## src/rtl/hm_scan_ctrl.sv

```systemverilog
// Scan sequencer for the host-memory engine: walks a BAR mask lowest-first, arms a
// one-hot bitmap, pulses start-read, and retries failed BARs up to MAX_RETRY times.
module hm_scan_ctrl #(
    parameter int unsigned SETTLE    = 8,
    parameter int unsigned MAX_RETRY = 3,
    parameter int unsigned WDOG      = 65535
) (
    input  logic        sys_clk,
    input  logic        sys_rst,
    input  logic        scan_start,
    input  logic        scan_stop,
    input  logic [31:0] bar_mask,
    input  logic        lnk_up_n,
    input  logic        hm_end,
    input  logic        rx_timeout,
    input  logic        tx_timeout,
    input  logic        wr_timeout,
    output logic [31:0] bar_bitmap,
    output logic        hm_start_read,
    output logic        busy,
    output logic        scan_done,
    output logic [4:0]  cur_bar,
    output logic [31:0] fail_map,
    output logic [5:0]  ok_cnt,
    output logic [15:0] retry_cnt,
    output logic        link_err,
    output logic        abort_err
);

    localparam int unsigned SW = $clog2(SETTLE + 1);
    localparam logic [SW-1:0] SETTLE_LD = SW'(SETTLE - 1);
    localparam logic [3:0]    RETRY_LIM = 4'(MAX_RETRY);
    localparam logic [23:0]   WDOG_LD   = 24'(WDOG);

    typedef enum logic [2:0] {
        S_IDLE, S_SELECT, S_ARM, S_START, S_WAIT, S_DONE
    } state_t;

    state_t        state, state_nxt;
    logic [31:0]   pending;
    logic [3:0]    tries;
    logic [SW-1:0] settle;
    logic [23:0]   wdog;
    logic [4:0]    low_idx;
    logic          active, abort, tmo;

    assign active = (state != S_IDLE) && (state != S_DONE);
    assign abort  = active && (lnk_up_n || scan_stop);
    assign tmo    = rx_timeout || tx_timeout || wr_timeout || (wdog == 24'd0);

    always_comb begin
        low_idx = '0;
        for (int i = 31; i >= 0; i--) begin
            if (pending[i]) low_idx = 5'(i);
        end
    end

    // NOTE: state and datapath registers use non-blocking assignments only, so every
    // process sees the pre-edge values regardless of evaluation order.
    always_ff @(posedge sys_clk) begin
        if (sys_rst) state <= S_IDLE;
        else         state <= state_nxt;
    end

    // NOTE: state_nxt gets a default before the case so no path leaves it unassigned
    // (which would infer a latch).
    always_comb begin
        state_nxt = state;
        unique case (state)
            S_IDLE:   if (scan_start) state_nxt = lnk_up_n ? S_DONE : S_SELECT;
            S_SELECT: state_nxt = (pending == '0) ? S_DONE : S_ARM;
            S_ARM:    if (settle == '0) state_nxt = S_START;
            S_START:  state_nxt = S_WAIT;
            S_WAIT: begin
                if (hm_end)   state_nxt = S_SELECT;
                else if (tmo) state_nxt = (tries < RETRY_LIM) ? S_ARM : S_SELECT;
            end
            S_DONE:   state_nxt = S_IDLE;
            default:  state_nxt = S_IDLE;
        endcase
        if (abort) state_nxt = S_DONE;
    end

    always_comb begin
        hm_start_read = (state == S_START);
        scan_done     = (state == S_DONE);
        busy          = active;
    end

    always_ff @(posedge sys_clk) begin
        if (sys_rst) begin
            pending    <= '0;
            bar_bitmap <= '0;
            cur_bar    <= '0;
            fail_map   <= '0;
            ok_cnt     <= '0;
            retry_cnt  <= '0;
            link_err   <= 1'b0;
            abort_err  <= 1'b0;
            tries      <= '0;
            settle     <= '0;
            wdog       <= '0;
        end else begin
            if (abort) begin
                link_err  <= link_err  | lnk_up_n;
                abort_err <= abort_err | scan_stop;
            end else begin
                unique case (state)
                    S_IDLE: if (scan_start) begin
                        pending   <= bar_mask;
                        fail_map  <= '0;
                        ok_cnt    <= '0;
                        retry_cnt <= '0;
                        abort_err <= 1'b0;
                        link_err  <= lnk_up_n;
                    end
                    S_SELECT: if (pending != '0) begin
                        cur_bar    <= low_idx;
                        bar_bitmap <= 32'd1 << low_idx;
                        tries      <= '0;
                        settle     <= SETTLE_LD;
                    end
                    S_ARM:   if (settle != '0) settle <= settle - 1'b1;
                    S_START: wdog <= WDOG_LD;
                    S_WAIT: begin
                        if (wdog != '0) wdog <= wdog - 1'b1;
                        if (hm_end) begin
                            ok_cnt           <= ok_cnt + 1'b1;
                            pending[cur_bar] <= 1'b0;
                        end else if (tmo) begin
                            if (tries < RETRY_LIM) begin
                                tries  <= tries + 1'b1;
                                settle <= SETTLE_LD;
                                if (retry_cnt != 16'hFFFF) retry_cnt <= retry_cnt + 1'b1;
                            end else begin
                                fail_map[cur_bar] <= 1'b1;
                                pending[cur_bar]  <= 1'b0;
                            end
                        end
                    end
                    default: ;
                endcase
            end
            // Bitmap drops to zero as the scan enters DONE, whatever the reason.
            if (state_nxt == S_DONE) bar_bitmap <= '0;
        end
    end

endmodule

```

## config.mk

```make
export PLATFORM = sky130hd
export DESIGN_NAME = hm_scan_ctrl
export DESIGN_NICKNAME = d
export VERILOG_FILES = /design/src/rtl/hm_scan_ctrl.sv
export SDC_FILE = /design/constraint.sdc
export NUM_CORES = 1
export LEC_CHECK = 0
export CAP_MARGIN = 10
export CORE_UTILIZATION = 45
export CTS_CLUSTER_DIAMETER = 80
export DETAILED_ROUTE_END_ITERATION = 6
export PLACE_DENSITY = 0.75
export SETUP_SLACK_MARGIN = 0.05
export SYNTH_ARGS = -nofsm -noshare
export SYNTH_HDL_FRONTEND = slang
export SYNTH_SLANG_ARGS = --single-unit
```

## constraint.sdc

```tcl
create_clock -name sys_clk -period 3.4 [get_ports sys_clk]
set_input_delay 0.34 -clock sys_clk [delete_from_list [all_inputs] [get_ports sys_clk]]
set_output_delay 0.34 -clock sys_clk [all_outputs]
set_load 0.05 [all_outputs]
```

==> impl_metrics.tcl, run 1 <==
set metrics [dict create \
    grt.total_usage_pct 24.75 \
    place_hpwl_um 13860 \
    launching_point_of_the_worst_reg2reg_path "wdog[12]" \
    seq_area_frac_synth_pct 43.49 \
    synth_warnings 0 \
    syn_to_final_growth_pct 30.59 \
    htree_levels 4 \
    power.switching_fraction_pct 42.89 \
    die_h_um 129.9 \
    grt_start_max_net_pins 64 \
    post-synth-top-count-cell "dfxtp_1" \
    finalSetupViolations 0 \
    num_rows 46 \
    pin_count 137 \
    synth_largest_type_area_fraction_pct 43.49 \
    ir_drop_uv 474.0 \
    clkSlewWorstSetupHoldPaths_ns 0.07 \
    hold_viol_final 0 \
    dieWidth_um 129.9 \
    starting_density_of_the_core_pct 46.20 \
    clkLatencyLatePin_ns 0.43 \
    core_area_sq_um 15940 \
    type_of_the_most_critical_hold_path "input pin to flop" \
    synth_cells 840 \
    worst_r2r_path_depth 6 \
    post-route-drc-count 0 \
    worst_hold_startpoint "sys_rst" \
    leak_nw 3.488 \
    worst_hold_path.num_cells 2 \
    cp-start-kind "flop" \
    r2r_slack_ns 0.39 \
    globalRouteOverflowTotal 0 \
    postCtsSetupBuffers 0 \
    timing.critical_path.arrival_ns 3.38 \
    n_antenna_cell 0 \
    synth_largest_area_cell "dfxtp_1" \
    cp_slowest_stage_delay_ns 0.65 \
    drtIter0Drc 587 \
    power_frac_comb_pct 44.8 \
    detailroute.via_count 7142 \
    drv_cap 0 \
    routed_wire_length_per_instance_um 17.06 \
    timing.clock.skew_ns 0.009899 \
    globalplace.congestion 0.8335 \
    net_sw_power_mw 3.397 \
    netlist_area_sq_um 7366 \
    cts-root-buf "clkbuf_16" \
    port_buffers 136 \
    synth.cells.most_frequent "dfxtp_1 (160), a21oi_1 (109), nand2_1 (67), o31ai_1 (58), clkbuf_1 (50)" \
    routed.top_layer "met4" \
    m1WireLength_um 9559 \
    mappedNetlistNets 887 \
    final_critical_path_setup_slack_ns 0.3868 \
    cts_tree "done" \
    p_int_mw 4.524 \
    drt-pass1-iter-count 5 \
    cp-end-kind "flop" \
    dr_wl_met3_um 1394 \
    clock_power_share_pct 24.6 \
    detail_route.wirelength_um 20380 \
    setup_repair_after_global_routing_missed_its_margin "false" \
    post_synth.cell_area_avg_sq_um 8.769 \
    fill_count 1429 \
    design.final.nets 1012 \
    synth.top_cells.by_area "dfxtp_1 (43%), a21oi_1 (7.4%), o31ai_1 (5.9%)" \
    async_reset_ff_share_pct 0 \
    antenna_violations_before_repair 0 \
    via_count_of_the_first_global_routing_pass 6549 \
    timing_worst_setup_path_type "flop to flop" \
    final-max-slew-violation-count 0 \
    synth_cell_types 67 \
    vias_per_cell 5.982 \
    synth-main-ff-cell "dfxtp_1" \
    wl_met2_um 9089 \
    grt_first_pass_wirelength_um 33090 \
    power.share.sequential_pct 30.6 \
    power.density_cell_area_nw_per_um2 823.5 \
    post-place-ws_ns 0.1967 \
    layout-drive-gt1-share_pct 9.611 \
    timing.critical_path.max_delay_family "simple AND/OR/NAND/NOR gates" \
    crit_path_top_delay_cell "or4_1" \
    tritoncts.num_buffers 17 \
    worst-endpoint-required_ns 3.76 \
    path_common_cell "or4_1" \
    numClockSinks 160 \
    post_dp_cell_area_sq_um 9017 \
    final_min_period_over_clock_period_pct 88.62 \
    timing.setup.tns_ns 0 \
    synth_edf_count 0 \
    run_status "finished clean" \
    period_needed_ns 3.013 \
    timing.max_slew.rel_slack_pct 27.72 \
    path_cells "or4_1 > or3_1 > o211ai_2 > nand3_1 > or4_1 > a21oi_1" \
    bufs_and_invs_on_worst_path 0 \
    hold_end "retry_cnt[0]" \
    synth-seq-cells 160 \
    worst_r2r_end "retry_cnt[9]" \
    design.die.area_sq_um 16880 \
    critPathMaxFanout 17 \
    design_area_sq_um 9619 \
    fmaxAchievable_mhz 331.9 \
    drt.antenna.violating_nets 0 \
    tightest_slew_ns 1.082 \
    ctsLongestPathBuffers 2 \
]
## worst reg2reg max path, stage by stage, from the launching register on
cell and delay (ns):
dfxtp_1 0.36, or4_1 0.65, or3_1 0.51, o211ai_2 0.24, nand3_1 0.41, or4_1 0.64, a21oi_1 0.14
## sequential cells by signal, summed over array words and instances, names as in the netlist, 3 cells and up
| register | count |
|---|---|
| bar_bitmap | 32 |
| cur_bar | 5 |
| fail_map | 32 |
| ok_cnt | 6 |
| pending | 32 |
| retry_cnt | 16 |
| settle | 4 |
| state | 3 |
| tries | 4 |
| wdog | 24 |
## metal layers
metal / vias up / GRT usage (%)
met5: - / 0
met1: 3426 / 34.02
met3: 30 / 6.191
met4: 0 / 8.960
li1: 3459 / -
met2: 227 / 37.56
## repair_timing
item / 4_1_cts / 5_1_grt
hold buffers: 0 / 0
setup endpoints to repair: 0 / 8
gates resized for setup: 0 / 1
## power groups by stage
stage	Sequential, mW	Clock (mW)	Combinational (mW)
floorplan	2.46	0	2.52
global placement	2.44	0	3.45
detailed placement	2.45	0	3.49
CTS	2.41	1.97	3.52
global route	2.46	2.05	3.92
finish	2.42	1.95	3.55
## kinds of logic (layout without fill, tap and decap cells)
group | Yosys count | after routing | share of synthesized area, %
AOI/OAI and AO/OA | 303 | 303 | 28.45
xor gates and xnor gates | 15 | 15 | 1.784
adders and majority gates | 6 | 6 | 1.019
buffers and inverters | 75 | 213 | 3.907
DFF | 160 | 160 | 43.49
muxes | 1 | 1 | 0.1359
and+or+nand+nor | 280 | 280 | 21.22
## metrics by stage
step	utilization [%]	power, mW	hold slack (ns)	std cells
3_5_place_dp	56.56	5.941	0.4533	1162
3_3_place_gp	56.56	5.887	0.4471	1162
5_1_grt	60.34	8.432	0.1710	1194
6_report	60.34	7.922	0.1877	1194
2_1_floorplan	-	4.977	0.4345	840
4_1_cts	60.33	7.901	0.1639	1194
## worst max path at each step
stage | startpoint | depth (start not counted) | endpoint
2_1_floorplan | pending[16] | 8 | bar_bitmap[24]
3_3_place_gp | wdog[12] | 6 | bar_bitmap[9]
3_5_place_dp | wdog[12] | 6 | bar_bitmap[13]
4_1_cts | wdog[12] | 6 | bar_bitmap[13]
5_1_grt | wdog[12] | 6 | retry_cnt[9]
6_report | wdog[12] | 6 | retry_cnt[9]
## cells in the final DEF, fill, tap and decap left out, types with 5 or more instances in the layout
cell	synthesis	layout
o31ai_1	58	58
clkbuf_16	0	17
o2bb2ai_1	7	7
buf_4	0	30
nor3_1	12	12
and3_1	9	9
ha_1	6	6
a31oi_1	10	10
or3_1	24	24
nand4_1	9	9
nor3b_1	6	6
nand3_1	22	22
nor2b_1	7	7
clkdlybuf4s50_1	0	135
nor2_1	46	45
or4_1	24	24
dfxtp_1	160	160
nand2b_1	7	7
xor2_1	14	14
o21ai_0	20	20
a22o_1	34	34
inv_1	14	14
nor4_1	10	10
inv_6	0	5
and2_1	7	6
o2111ai_1	5	5
or2_2	9	9
a21oi_1	109	109
nand2_1	67	67
o21a_1	5	5
a32o_1	13	13
## final cells by class
| type | instances | area, sq um | area share, % |
|---|---|---|---|
| multi-input cells | 605 | 3908 | 40.62 |
| well taps | 216 | 270.3 | 2.810 |
| clock inverters | 15 | 175.2 | 1.821 |
| clock buffers | 17 | 425.4 | 4.422 |
| inverters | 15 | 56.30 | 0.5853 |
| flip-flops and latches | 160 | 3203 | 33.30 |
| repair buffers | 166 | 1582 | 16.44 |
Note: power is estimated with default switching activity, not from simulation.
==> run 2, diff against run 1 <==
- SKIP_LAST_GASP: unset -> 1
- clock period: 3.4 -> 3.3 ns (I/O delays scaled with it)
==> run 2 against run 1 <==
  * Combinational power rose by 3%
  * Wire length fell by 0.12%
  * Worst hold slack improved by 0.10 ns
  * Die area did not move
  * Sequential share of layout area barely moved
  * Design area barely moved
  * Non-clock buffer count rose by 4
  * Utilization barely moved
  * Largest cell class unchanged
==> impl_metrics.tcl, run 2 (same netlist as run 1, synthesis figures left out) <==
set metrics [dict create \
    cp_slowest_stage_delay_ns 0.71 \
    post-route-drc-count 0 \
    place_hpwl_um 14010 \
    die_h_um 129.9 \
    timing.hold.ws_ns 0.2893 \
    hold_viol_final 0 \
    layout-drive-gt1-share_pct 9.786 \
    drtIter0Drc 607 \
    detail_route.wirelength_um 20350 \
    total_power_mw 8.047 \
    grt_first_pass_wirelength_um 32800 \
    timing.critical_path.arrival_ns 3.30 \
    grt_start_max_net_pins 56 \
    fmaxAchievable_mhz 335.4 \
    numClockSinks 160 \
    vias_per_cell 5.887 \
    leak_nw 3.488 \
    seqCellArea_sq_um 3203 \
    drv_cap 0 \
    worst-endpoint-required_ns 3.62 \
    via_count_of_the_first_global_routing_pass 6508 \
    routed_wire_length_per_instance_um 17.00 \
    run_status "finished clean" \
    timing.setup.tns_ns 0 \
    grt.total_usage_pct 24.46 \
    timing_worst_setup_path_type "flop to flop" \
    worst_r2r_path_depth 6 \
    syn_to_final_growth_pct 30.51 \
    detailroute.via_count 7047 \
    pin_count 137 \
    ir_drop_uv 429.7 \
    cts_tree "done" \
    crit_path_top_delay_cell "or4b_1" \
    path_cells "or4_1 > or4b_1 > nor4b_4 > o32ai_4 > and4b_1 > a32o_1" \
    placed_cells 1166 \
    period_needed_ns 2.982 \
    drt-pass1-iter-count 5 \
    design.die.area_sq_um 16880 \
    tightest_slew_ns 0.8839 \
    multi_input_area_sq_um 3908 \
    post_dp_cell_area_sq_um 9047 \
    globalRouteOverflowTotal 0 \
    most_common_cell_after_layout_fill_and_taps_aside "dfxtp_1" \
    post-place-ws_ns 0.08542 \
    finalSetupViolations 0 \
    biggestRegsByFlops "bar_bitmap: 32 flops, fail_map: 32 flops, pending: 32 flops" \
    dieWidth_um 129.9 \
    htree_levels 4 \
    cp-end-kind "flop" \
    core_area_sq_um 15940 \
    clkLatencyLatePin_ns 0.43 \
    final_min_period_over_clock_period_pct 90.36 \
    ctsLongestPathBuffers 2 \
    drt.antenna.violating_nets 0 \
    n_antenna_cell 0 \
    type_of_the_most_critical_hold_path "input pin to flop" \
    final_critical_path_setup_slack_ns 0.3181 \
    starting_density_of_the_core_pct 46.20 \
    timing.max_slew.rel_slack_pct 40.95 \
    worst_hold_path.num_cells 2 \
    num_rows 46 \
    cp-start-kind "flop" \
    clkSlewWorstSetupHoldPaths_ns 0.06 \
    port_buffers 136 \
    design.final.nets 1016 \
    critPathMaxFanout 8 \
    design_area_sq_um 9613 \
    cts-root-buf "clkbuf_16" \
    tritoncts.num_buffers 17 \
    timing.clock.skew_ns 0.01093 \
    power.density_cell_area_nw_per_um2 837.1 \
    fill_count 1413 \
    antenna_violations_before_repair 0 \
    final_cell_mix "dfxtp_1 (160), clkdlybuf4s50_1 (135), a21oi_1 (109)" \
    utilization_pct 60.30 \
    postCtsSetupBuffers 0 \
    final-max-slew-violation-count 0 \
    setup_repair_after_global_routing_missed_its_margin "false" \
    globalplace.congestion 0.8680 \
    finalNonFillerCells 1197 \
]
-- run 2: changes by cell type in the layout (fill, tap and decap cells not counted), moves of 2 or more --
cell      change
inv_6         -2
clkbuf_8      +2
buf_4         +4
inv_8         -3
-- run 2: per-layer routing --
metal	vias up	global-route usage [%]	routed length [um]
met5	-	0	0
met4	0	7.592	250
met3	27	6.888	1413
met2	232	39.29	9221
met1	3347	31.80	9465
li1	3441	-	-
-- run 2: power by group --
group,switching [mW],internal (mW)
clock,0.805,1.08
sequential,0.317,2.20
combinational,2.31,1.34
-- run 2: what timing repair did --
| item | in CTS | in global routing |
|---|---|---|
| resized for setup | 0 | 1 |
| endpoints found under the setup margin | 0 | 22 |
| hold buffers | 0 | 0 |
-- run 2: final cells by class --
cell class                      count  area share, %
Inverter                           15         0.5857
Multi-Input combinational cell    605          40.65
Timing Repair Buffer              170          16.76
Clock buffer                       20          4.751
Sequential cell                   160          33.32
Tap cell                          216          2.811
Clock inverter                     11          1.119
-- run 2: worst max-delay path, delay by kind of cell (launching register included) --
kind | cells | cell delay [ns]
DFF | 1 | 0.35
and+or+nand+nor | 4 | 2.05
AOI/OAI and AO/OA | 2 | 0.48
-- run 2: path summary, 6_finish.rpt --
path	start	to	slack [ns]
max	pending[16]	bar_bitmap[24]	0.32
min	sys_rst	tries[1]	0.29
max reg2reg	pending[16]	bar_bitmap[24]	0.32
min reg2reg	tries[3]	tries[3]	0.46
==> run 3, diff against run 2 <==
- HOLD_SLACK_MARGIN: unset -> 0.05
==> results of run 3 <==
The final DEF is identical to that of run 2; final timing and power are the same.
